### config.mk
export PLATFORM = sky130hd
export DESIGN_NAME = fir_decim_fifo
export DESIGN_NICKNAME = d
export VERILOG_FILES = /design/src/rtl/fir_decim_fifo.sv
export SDC_FILE = /design/constraint.sdc
export NUM_CORES = 1
export LEC_CHECK = 0
export BUFFER_PORTS_ARGS = -buffer_cell sky130_fd_sc_hd__buf_2
export CAP_MARGIN = 10
export CORE_UTILIZATION = 51
export CTS_CLUSTER_DIAMETER = 150
export DETAILED_ROUTE_END_ITERATION = 8
export GPL_TIMING_DRIVEN = 0
export MAX_ROUTING_LAYER = met4
export PLACE_DENSITY = 0.73
export SLEW_MARGIN = 20
export SYNTH_ARGS = -nofsm -noshare
export SYNTH_HDL_FRONTEND = slang
export SYNTH_SLANG_ARGS = --single-unit
export TNS_END_PERCENT = 20
### constraint.sdc
create_clock -name clk -period 5.7 [get_ports clk]
set_input_delay 1.71 -clock clk [delete_from_list [all_inputs] [get_ports clk]]
set_output_delay 1.71 -clock clk [all_outputs]
set_load 0.03 [all_outputs]
### src/rtl/fir_decim_fifo.sv
// Decimator behind an upstream FIR stage: keeps or averages every DECIM-sample group
// and queues the result in a DEPTH-entry FIFO with a sticky overflow flag.
module fir_decim_fifo #(
    parameter int DW    = 8,
    parameter int DECIM = 4,
    parameter int MODE  = 0,
    parameter int DEPTH = 8
) (
    input  logic                     clk,
    input  logic                     rst,
    input  logic [DW-1:0]            inp,
    input  logic                     in_valid,
    output logic [DW-1:0]            outp,
    output logic                     out_valid,
    input  logic                     out_ready,
    output logic [$clog2(DEPTH):0]   count,
    output logic                     ovf,
    input  logic                     clr_ovf
);

    localparam int LD   = $clog2(DECIM);
    localparam int AW   = $clog2(DEPTH);
    localparam int CW   = AW + 1;
    localparam int ACCW = DW + LD;

    logic [LD-1:0]   phase_r;
    logic [ACCW-1:0] acc_r;
    logic [DW-1:0]   mem_r [DEPTH];
    logic [AW-1:0]   wr_ptr_r;
    logic [AW-1:0]   rd_ptr_r;
    logic [CW-1:0]   count_r;
    logic            out_valid_r;
    logic [DW-1:0]   outp_r;
    logic            ovf_r;

    logic [ACCW-1:0] inp_ext_s;
    logic [ACCW-1:0] sum_s;
    logic            phase_last_s;
    logic            dec_valid_s;
    logic [DW-1:0]   dec_data_s;
    logic            pop_s;
    logic            full_s;
    logic            push_s;
    logic            drop_s;
    logic [CW-1:0]   count_nxt_s;
    logic [AW-1:0]   rd_ptr_nxt_s;
    logic [DW-1:0]   head_nxt_s;

    // Decimation datapath and FIFO push/pop/drop decisions
    always_comb begin
        inp_ext_s    = {{LD{inp[DW-1]}}, inp};
        sum_s        = acc_r + inp_ext_s;
        phase_last_s = (phase_r == LD'(DECIM - 1));
        if (MODE == 1) begin
            dec_valid_s = in_valid && phase_last_s;
            // Dropping the low LD bits is an arithmetic shift that floors toward -inf
            dec_data_s  = sum_s[ACCW-1:LD];
        end else begin
            dec_valid_s = in_valid && (phase_r == {LD{1'b0}});
            dec_data_s  = inp;
        end
        pop_s  = out_valid_r && out_ready;
        full_s = (count_r == CW'(DEPTH));
        push_s = dec_valid_s && (!full_s || pop_s);
        drop_s = dec_valid_s && full_s && !pop_s;
        if (pop_s) begin
            rd_ptr_nxt_s = rd_ptr_r + AW'(1'b1);
        end else begin
            rd_ptr_nxt_s = rd_ptr_r;
        end
        case ({push_s, pop_s})
            2'b10:   count_nxt_s = count_r + CW'(1'b1);
            2'b01:   count_nxt_s = count_r - CW'(1'b1);
            default: count_nxt_s = count_r;
        endcase
        // A push into an (effectively) empty FIFO becomes the head directly
        if (push_s && (count_r == CW'(pop_s))) begin
            head_nxt_s = dec_data_s;
        end else begin
            head_nxt_s = mem_r[rd_ptr_nxt_s];
        end
    end

    // Phase counter and group accumulator
    always_ff @(posedge clk or negedge rst) begin
        if (!rst) begin
            phase_r <= {LD{1'b0}};
            acc_r   <= {ACCW{1'b0}};
        end else if (in_valid) begin
            phase_r <= phase_last_s ? {LD{1'b0}} : phase_r + LD'(1'b1);
            acc_r   <= (phase_r == {LD{1'b0}}) ? inp_ext_s : sum_s;
        end
    end

    // FIFO storage
    always_ff @(posedge clk) begin
        if (push_s) begin
            mem_r[wr_ptr_r] <= dec_data_s;
        end
    end

    // FIFO pointers, occupancy, registered head and overflow flag
    always_ff @(posedge clk or negedge rst) begin
        if (!rst) begin
            wr_ptr_r    <= {AW{1'b0}};
            rd_ptr_r    <= {AW{1'b0}};
            count_r     <= {CW{1'b0}};
            out_valid_r <= 1'b0;
            outp_r      <= {DW{1'b0}};
            ovf_r       <= 1'b0;
        end else begin
            if (push_s) begin
                wr_ptr_r <= wr_ptr_r + AW'(1'b1);
            end
            rd_ptr_r    <= rd_ptr_nxt_s;
            count_r     <= count_nxt_s;
            out_valid_r <= (count_nxt_s != {CW{1'b0}});
            outp_r      <= head_nxt_s;
            if (drop_s) begin
                ovf_r <= 1'b1;
            end else if (clr_ovf) begin
                ovf_r <= 1'b0;
            end
        end
    end

    assign outp      = outp_r;
    assign out_valid = out_valid_r;
    assign count     = count_r;
    assign ovf       = ovf_r;

endmodule

==> run metrics <==
status=finished, final reports clean; sw frac=39.4%; syn_nets=301; Rows=31; share of cells above drive strength 1=21.0%; FF+latch count, synth=86; Hold Fails Final Rpt=0; largest family of logic cells by synthesized area=compound AO/OA/AOI/OAI gates; Reg power frac=37.2%; Post-DRT Antenna Nets=0; all-layer global routing usage=22.9%; maximum vdd drop=0.273 mV; Primary FF master, synth=edfxtp_1; area of the core=7330 sq um; postcts setup bufs=0; Critical Path Sink Type=register; Vias/cell=5.92; Die H=89.8 um; Slew @ Worst Pin=0.876 ns; Initial Util=53.6%; CTS H-Tree Depth=3; Final Wtd Congestion=0.833; clk_lat worst skew=0.34 ns; First-pass DRT Iterations=4; Syn Std Cell Area=3930 sq um; Pint=1420 uW; worst flop-to-flop path startpoint=phase_r[0]$_DFFE_PN0P_; Worst Path Max Fanout=10; Crit path arrival time=3.42 ns; FILL cells=567; top-area cell type share of the netlist area=48.9%; Async SR Flop Fraction=25.6%; Slew Limit Headroom=41.4%; Tcrit/Tclk final=60.5%; clk sinks=86; # IOs=27; synthesized-area fraction occupied by adder cells=1.59%; total length of routed wires=8280 um; CP required=5.67 ns; Reg2Reg Setup Slack=3.18 ns; DIE AREA=8060 sq um; final net count=337; setup TNS=0 ns; met2 Use GR=35.2%; pwr dens=534 nW/um^2; clk slew on worst S/H paths=0.08 ns; Tmin final=3.45 ns; top post-synthesis cells by area=edfxtp_1 (49%), dfrtp_1 (14%), mux2i_1 (4.1%), mux4_1 (3.3%), nand3_1 (2.4%); post-synth top area cell=edfxtp_1; Setup crit end=mem_r[2][1]$_DFFE_PP_; Root Driver=clkbuf_8; DRC=0; fin util=59.7%; post-synthesis mux area share=9.72%; Post-Synth XOR/XNOR Area=1.75%; CP Launch Point=out_ready; Mapped Cells=283; type of origin of the critical path=input pin; initial antenna violation count=0; skew final=0.0101 ns; hold_buf cts=0; leakage power=0.00166 uW; routing usage on met3=3.55%; f_max=290 MHz; P&R area growth vs syn=11.4%; setup violators final=0; post-cts resize count=0; Yosys warning count=0; simple-gate share of the synthesized area=9.97%; Seq/Total Area, Yosys=62.9%; unrepaired setup endpoints after global routing=false; HP Class=register to register; # diodes=0; Final Max Tran Viols=0; Syn Area/Cell=13.9 sq um; DP Wirelength=5490 um; IO buf count=25; clock share of power=17.4%; Switch Pwr=920 uW; combinational power share=45.3%; DR vias=2,503; FF-to-FF End=mem_r[2][1]$_DFFE_PP_; M1 GR Usage=30.9%; Most Used Layer, Global Route=met2; TritonCTS clock tree=yes; post-synthesis compound-gate area fraction=11.0%; commonest non-fill, non-tap cell in the layout=edfxtp_1; CP Class=input pin to register; largest net degree at the start of global routing=23; count of different cell masters after synthesis=43; DR iter-0 viols=229; max_cap viols=0; total CTS buffers=9; Die X=89.8 um; Overflow after GRT=0; CTS Buffer Depth=2; vias in the first global route=2,525; DR WL/cell=19.6 um; Post-synth EDFFs=64; worst r2r path cells=6; first-pass GRT wire length=13,300 um; most frequent cells in the layout=edfxtp_1 (64), buf_2 (28), nand2_1 (24), dfrtp_1 (22), nand3_1 (19)
[worst max-delay path, stage by stage]
cell	delay, ns
buf_4	0.15
nand2_1	0.14
a31oi_1	0.45
nand2b_1	0.23
nor2_1	0.73
[Yosys cell counts (3+ instances only)]
cell	instances
nor2_1	7
buf_4	5
a31oi_1	10
dfrtp_1	22
o21ai_0	15
mux4_1	5
xnor2_1	4
buf_6	4
o22a_1	8
nor3_1	3
a21oi_1	12
mux2i_1	16
mux4_2	3
buf_2	3
a211o_1	8
edfxtp_1	64
inv_1	4
nand2_1	24
o21ai_1	4
and3_1	9
ha_1	5
nand2_2	3
nand2b_1	3
nand3_1	19
[sequential cells by signal (all words and copies together) (netlist names)]
signal / cells
ovf: 1
phase_r: 2
rd_ptr_r: 3
count: 4
wr_ptr_r: 3
outp: 8
mem_r: 64
out_valid: 1
[kinds of logic after synthesis]
group,after synthesis
mux,26
flops,86
fa+ha+maj,5
buf+inv,18
xor+xnor,7
simple gates,76
compound gates,65
[stage by stage]
stage	cell area [sq um]	hold slack, ns	power (uW)	instances	worst slack (ns)
CTS	4380	0.515	2340	423	2.28
finish	4380	0.516	2340	423	2.25
detailed placement	4190	0.500	1930	407	1.91
global route	4380	0.542	2480	423	2.04
global placement	4180	0.499	1900	407	1.50
floorplan	3930	0.480	1650	283	2.19
[final cells by class]
type	count	area, sq um	area share (%)
Tap cell	99	124	2.83
Clock buffer	10	128	2.92
Sequential cell	86	2470	56.5
Timing Repair Buffer	25	125	2.86
Buffer	14	105	2.40
Multi-Input combinational cell	179	1350	30.7
Clock inverter	6	62.6	1.43
Inverter	4	15.0	0.343
[worst min path at each step]
stage	from	to	slack [ns]	depth (start not counted)
after floorplan	wr_ptr_r[0]$_DFFE_PN0P_	wr_ptr_r[0]$_DFFE_PN0P_	0.48	1
after global placement	wr_ptr_r[0]$_DFFE_PN0P_	wr_ptr_r[0]$_DFFE_PN0P_	0.50	1
after detailed placement	wr_ptr_r[0]$_DFFE_PN0P_	wr_ptr_r[0]$_DFFE_PN0P_	0.50	1
after CTS	wr_ptr_r[0]$_DFFE_PN0P_	wr_ptr_r[0]$_DFFE_PN0P_	0.52	1
after global routing	wr_ptr_r[0]$_DFFE_PN0P_	wr_ptr_r[0]$_DFFE_PN0P_	0.54	1
final	wr_ptr_r[0]$_DFFE_PN0P_	wr_ptr_r[0]$_DFFE_PN0P_	0.52	1
[power by group through the flow]
stage	clock, uW	sequential (uW)	combinational, uW
after floorplan	0	959	687
after global placement	0	872	1030
after detailed placement	0	881	1050
after CTS	414	870	1060
after global routing	439	886	1150
final	407	871	1060
[per-layer routing]
metal / vias up / routed length (um)
li1: 1167 / -
met1: 1229 / 3480
met2: 95 / 4130
met3: 12 / 555
met4: 0 / 119
met5: - / 0
Note: power is estimated with default switching activity, not from simulation.
